File: src/rtl/sliding_window_if.sv
// sliding_window_if: sample-in / pair-out bus of the sliding window
interface sliding_window_if #(
  parameter int DATA_WIDTH   = 32,
  parameter int WINDOW_DEPTH = 16
);
  logic                            i_data_valid;
  logic [DATA_WIDTH-1:0]           i_data;
  logic                            i_flush;
  logic [DATA_WIDTH-1:0]           o_incoming_data;
  logic [DATA_WIDTH-1:0]           o_outgoing_data;
  logic                            o_data_valid;
  logic                            o_window_full;
  logic [$clog2(WINDOW_DEPTH):0]   o_fill_count;
  modport master (
    output i_data_valid, i_data, i_flush,
    input  o_incoming_data, o_outgoing_data, o_data_valid, o_window_full, o_fill_count
  );
  modport slave (
    input  i_data_valid, i_data, i_flush,
    output o_incoming_data, o_outgoing_data, o_data_valid, o_window_full, o_fill_count
  );
endinterface

File: src/rtl/sliding_window.sv
// sliding_window: circular-buffer window emitting (incoming, evicted) sample pairs
module sliding_window #(
  parameter int DATA_WIDTH   = 32,
  parameter int WINDOW_DEPTH = 16
) (
  input logic             i_clk,
  input logic             i_reset_n,
  sliding_window_if.slave bus
);
  localparam int PW = $clog2(WINDOW_DEPTH);
  localparam int CW = PW + 1;
  typedef enum logic [1:0] {EMPTY, FILLING, FULL} state_t;
  state_t                state;
  logic [DATA_WIDTH-1:0] mem [WINDOW_DEPTH];
  logic [PW-1:0]         wr_ptr;
  logic [CW-1:0]         count;
  logic [CW-1:0]         count_nxt;
  logic                  accept;
  assign accept    = bus.i_data_valid & ~bus.i_flush;
  assign count_nxt = (state == FULL) ? count : count + 1'b1;
  assign bus.o_window_full = (state == FULL);
  assign bus.o_fill_count  = count;
  // sample storage; contents are only meaningful up to the fill count, so no reset
  always_ff @(posedge i_clk)
    if (accept) mem[wr_ptr] <= bus.i_data;
  // window FSM, pointer/count and registered output pair (evicted value read before write)
  always_ff @(posedge i_clk or negedge i_reset_n)
    if (!i_reset_n) begin
      state               <= EMPTY;
      wr_ptr              <= '0;
      count               <= '0;
      bus.o_data_valid    <= 1'b0;
      bus.o_incoming_data <= '0;
      bus.o_outgoing_data <= '0;
    end else if (bus.i_flush) begin
      state            <= EMPTY;
      wr_ptr           <= '0;
      count            <= '0;
      bus.o_data_valid <= 1'b0;
    end else if (accept) begin
      state               <= (count_nxt == CW'(WINDOW_DEPTH)) ? FULL : FILLING;
      wr_ptr              <= wr_ptr + 1'b1;
      count               <= count_nxt;
      bus.o_data_valid    <= 1'b1;
      bus.o_incoming_data <= bus.i_data;
      bus.o_outgoing_data <= (state == FULL) ? mem[wr_ptr] : '0;
    end else begin
      bus.o_data_valid <= 1'b0;
    end
endmodule
File: src/flat_wrapper.sv
// flat-port wrapper written by rule: the top's interface ports become plain ports
module sliding_window_flat 
#(
  parameter int DATA_WIDTH   = 32,
  parameter int WINDOW_DEPTH = 16
)
  (i_clk, i_reset_n, bus_i_data_valid, bus_i_data, bus_i_flush, bus_o_incoming_data, bus_o_outgoing_data, bus_o_data_valid, bus_o_window_full, bus_o_fill_count);
  sliding_window_if #(.DATA_WIDTH(DATA_WIDTH), .WINDOW_DEPTH(WINDOW_DEPTH)) bus_i ();
  input logic i_clk;
  input logic i_reset_n;
  input wire logic [$bits(bus_i.i_data_valid)-1:0] bus_i_data_valid;
  input wire logic [$bits(bus_i.i_data)-1:0] bus_i_data;
  input wire logic [$bits(bus_i.i_flush)-1:0] bus_i_flush;
  output wire logic [$bits(bus_i.o_incoming_data)-1:0] bus_o_incoming_data;
  output wire logic [$bits(bus_i.o_outgoing_data)-1:0] bus_o_outgoing_data;
  output wire logic [$bits(bus_i.o_data_valid)-1:0] bus_o_data_valid;
  output wire logic [$bits(bus_i.o_window_full)-1:0] bus_o_window_full;
  output wire logic [$bits(bus_i.o_fill_count)-1:0] bus_o_fill_count;
  assign bus_i.i_data_valid = bus_i_data_valid;
  assign bus_i.i_data = bus_i_data;
  assign bus_i.i_flush = bus_i_flush;
  assign bus_o_incoming_data = bus_i.o_incoming_data;
  assign bus_o_outgoing_data = bus_i.o_outgoing_data;
  assign bus_o_data_valid = bus_i.o_data_valid;
  assign bus_o_window_full = bus_i.o_window_full;
  assign bus_o_fill_count = bus_i.o_fill_count;
  sliding_window #(.DATA_WIDTH(DATA_WIDTH), .WINDOW_DEPTH(WINDOW_DEPTH)) u_core (.i_clk(i_clk), .i_reset_n(i_reset_n), .bus(bus_i));
endmodule
File: config.mk
export PLATFORM = sky130hd
export DESIGN_NAME = sliding_window_flat
export DESIGN_NICKNAME = d
export VERILOG_FILES = /design/src/rtl/sliding_window_if.sv /design/src/rtl/sliding_window.sv /design/src/flat_wrapper.sv
export SDC_FILE = /design/constraint.sdc
export NUM_CORES = 1
export LEC_CHECK = 0
export CORE_ASPECT_RATIO = 1.75
export CORE_UTILIZATION = 40
export CTS_CLUSTER_SIZE = 10
export DETAILED_ROUTE_END_ITERATION = 10
export SKIP_LAST_GASP = 1
export SLEW_MARGIN = 20
export SYNTH_ARGS = -nofsm -noshare
export SYNTH_HDL_FRONTEND = slang
export SYNTH_SLANG_ARGS = --single-unit
File: constraint.sdc
create_clock -name i_clk -period 3.7 [get_ports i_clk]
set_clock_uncertainty 0.1 [all_clocks]
set_input_delay 0.37 -clock i_clk [delete_from_list [all_inputs] [get_ports i_clk]]
set_output_delay 0.37 -clock i_clk [all_outputs]
set_load 0.01 [all_outputs]
==> qor.csv <==
metric,value,unit
result of the run,finished clean,
final max-slew violation count,0,
category of the most critical setup path,flop to flop,
"Cell Area, Placed",0.0247,sq mm
leading register cell type out of synthesis,sky130_fd_sc_hd__edfxtp_1,
antenna violations before repair,0,
detailed placer's ending HPWL,32.3,mm
total negative slack for setup checks,0,ns
CTS buffer count,68,
Starting Density,0.403,
number of synthesized flops with an enable pin,512,
post-synth top area cell,sky130_fd_sc_hd__edfxtp_1,
most used standard cell by instance count after synthesis,sky130_fd_sc_hd__edfxtp_1,
remaining antenna violation count after routing,0,
final core occ,0.475,
DRC marker count from the first detailed-route iteration,740,
via total after detailed routing,11500,
Metal-1 WL,20.4,mm
latest clock arrival within the worst-skew pair,0.59,ns
core footprint,0.0561,sq mm
buffers inserted by post-CTS timing repair,0,
Mapped Cells,1190,
most numerous cell types in the synthesized netlist,"sky130_fd_sc_hd__edfxtp_1, sky130_fd_sc_hd__mux2i_1, sky130_fd_sc_hd__nand2_1, sky130_fd_sc_hd__dfrtp_1",
number of hold violations in the final report,0,
average wire length per cell after detail routing,25.5,um
maximum cell stage delay along the critical path,0.76,ns
largest net degree at the start of global routing,80,
amount of wire on met2 after detailed routing,29.8,mm
H-tree depth,3,
count of nets after finishing,1388,
destination of the worst register-to-register timing path,u_core.mem[7][25],
Boundary Pins,107,
GRT overflow,0,
count of unique library cells instantiated by Yosys,40,
leading post-synthesis cells by cell area,"sky130_fd_sc_hd__edfxtp_1, sky130_fd_sc_hd__dfrtp_1, sky130_fd_sc_hd__mux2i_1, sky130_fd_sc_hd__mux4_2, sky130_fd_sc_hd__a22oi_1",
Max Clk Rate,0.352,GHz
global-route wire length before repair,79.5,mm
crit path buf inv count,1,
final routed DRC violation total,0,
Setup-failing EPs final,0,
"FFs w/ async S/R, synth",0.129,
total length of routed wires,53.6,mm
row count,115,
slowest stage cell on the critical path,sky130_fd_sc_hd__dfrtp_4,
CTS root buffer,sky130_fd_sc_hd__clkbuf_16,
growth of design area from synthesis to finish,17.9,%
setup slack at placement,0.417,ns
"Warnings, synthesis",0,
max-capacitance violation count,0,
GR Util All Layers,0.191,
"buffers from clock root to sink, at most",3,
net count after synthesis,1231,
vias in the first global route,12300,
CP Data Arrival Time,2.99,ns
RSZ-0062 raised after global routing,false,
worst reg2reg path depth,4,
category of the worst setup path launch point,flop,
PnR worst setup slack,0.858,ns
share of cells above drive strength 1,0.155,
number of buffers added on ports,106,
Clock Pin Slew Worst Setup and Hold Paths,0.06,ns
biggest fanout along the worst timing path,32,
startpoint of the worst register-to-register path,u_core.wr_ptr[1],
"final std cell area, no fill",0.0267,sq mm
Detailed Routing Iterations Pass 1,5,
min Tclk post-route,2.84,ns
share of the yosys chip area belonging to registers,0.763,
sum of met3 wire segment lengths after detailed routing,1.85,mm
reg-to-reg setup timing slack,0.86,ns
worst slew margin relative to its limit,0.368,
leakage component of the power,8.84,nW
average via count per standard cell,5.48,
post-synth design cell area,0.0226,sq mm
post-route fraction of the period consumed by the critical path,0.768,
Power Dens Cells,536,mW/mm^2
TritonCTS clock tree,done,
Die Width,182,um
CTS-repair resized insts,0,
CP Capture Type,flop,
routability congestion estimate,0.760,
DIE AREA,0.0576,sq mm
Ant. Diodes,0,
class of the tightest hold or removal check,primary input to async pin,
Avg Synthesized Cell Area,19.0,sq um
total of hold buffers inserted after clock tree synthesis,1,
cells traversed along the worst timing path,"ha_1, nand2_1, nor2_4, buf_4",
top sig layer,met4,
die height,317,um
worst-case vdd ir drop,0.000284,V
Seq cells post-synth,588,
portion of synthesized cell area occupied by the leading cell type,0.679,
required time at the endpoint of the critical path,3.85,ns
worst-margin pin slew,0.948,ns
clock sink count,588,
CP top delay family,simple AND/OR/NAND/NOR gates,
## cell usage in the layout, fill, tap and decap left out, types with 3 or more instances in the layout
master	instances
sky130_fd_sc_hd__edfxtp_1	512
sky130_fd_sc_hd__mux2i_1	160
sky130_fd_sc_hd__nand2_1	106
sky130_fd_sc_hd__clkdlybuf4s50_1	105
sky130_fd_sc_hd__dfrtp_1	73
sky130_fd_sc_hd__clkbuf_16	69
sky130_fd_sc_hd__a22oi_1	63
sky130_fd_sc_hd__mux4_2	63
sky130_fd_sc_hd__clkbuf_1	48
sky130_fd_sc_hd__buf_4	44
sky130_fd_sc_hd__a32oi_1	31
sky130_fd_sc_hd__o21ai_1	31
sky130_fd_sc_hd__nor2_4	13
sky130_fd_sc_hd__nor2_1	10
sky130_fd_sc_hd__xor2_1	8
sky130_fd_sc_hd__buf_12	7
sky130_fd_sc_hd__nor3_4	5
sky130_fd_sc_hd__ha_1	5
sky130_fd_sc_hd__nand2b_1	4
sky130_fd_sc_hd__and2_1	3
sky130_fd_sc_hd__nand4_1	3
sky130_fd_sc_hd__nand3_1	3
sky130_fd_sc_hd__inv_6	3
## per-stage QoR
stage / power (mW) / hold slack, ns / instances
3_5_place_dp: 8.44 / 0.361 / 1978
2_1_floorplan: 8.06 / -0.0256 / 1190
4_1_cts: 14.4 / 0.381 / 2102
3_3_place_gp: 8.43 / 0.361 / 1977
6_report: 14.3 / 0.359 / 2102
5_1_grt: 14.7 / 0.398 / 2102
## logic make-up after synthesis
kind of cell,share of synthesized area
adders and majority gates,0.00276
muxes,0.135
DFF,0.763
AOI/OAI and AO/OA,0.0428
buffers and inverters,0.0250
and+or+nand+nor,0.0282
xor gates and xnor gates,0.00348
## worst max path at each step
stage	start	endpoint	slack, ns	depth (start not counted)
final	u_core.wr_ptr[1]	u_core.mem[7][25]	0.86	4
after global routing	u_core.wr_ptr[1]	u_core.mem[7][25]	0.75	4
after CTS	u_core.wr_ptr[1]	u_core.mem[7][25]	0.80	4
after detailed placement	bus_i_data_valid	u_core.mem[7][25]	0.42	6
after global placement	bus_i_data_valid	u_core.mem[7][25]	0.51	6
after floorplan	u_core.wr_ptr[0]	u_core.mem[12][0]	0.56	8
## flip-flops by register name (all words and copies together) (netlist names)
| name | flops |
|---|---|
| u_core.bus.o_data_valid | 1 |
| u_core.bus.o_fill_count | 5 |
| u_core.bus.o_incoming_data | 32 |
| u_core.bus.o_outgoing_data | 32 |
| u_core.mem | 512 |
| u_core.state | 2 |
| u_core.wr_ptr | 4 |
## layout make-up
class	count	area, sq um
Fill cell	4722	29400
Tap cell	702	878
Timing Repair Buffer	158	1550
Sequential cell	588	17300
Inverter	5	18.8
Multi-Input combinational cell	526	4970
Clock inverter	5	58.8
Clock buffer	118	1920
## power breakdown
part           switching [mW]  internal (mW)  leakage (nW)
Clock                    2.49           3.52         0.942
Sequential             0.0581           7.31          5.61
Combinational           0.519          0.396          2.28
## worst reg2reg max path, cell delays in order (launching register included)
cell and delay (ns):
sky130_fd_sc_hd__dfrtp_4 0.76, sky130_fd_sc_hd__ha_1 0.28, sky130_fd_sc_hd__nand2_1 0.23, sky130_fd_sc_hd__nor2_4 0.67
sky130_fd_sc_hd__buf_4 0.44
## routing by layer
metal	vias to the layer above	global-route usage
met5	-	0
met4	0	0.0703
met3	95	0.0283
met2	265	0.364
met1	6102	0.216
li1	5056	-
No activity file was read; power rests on OpenSTA's default activity.
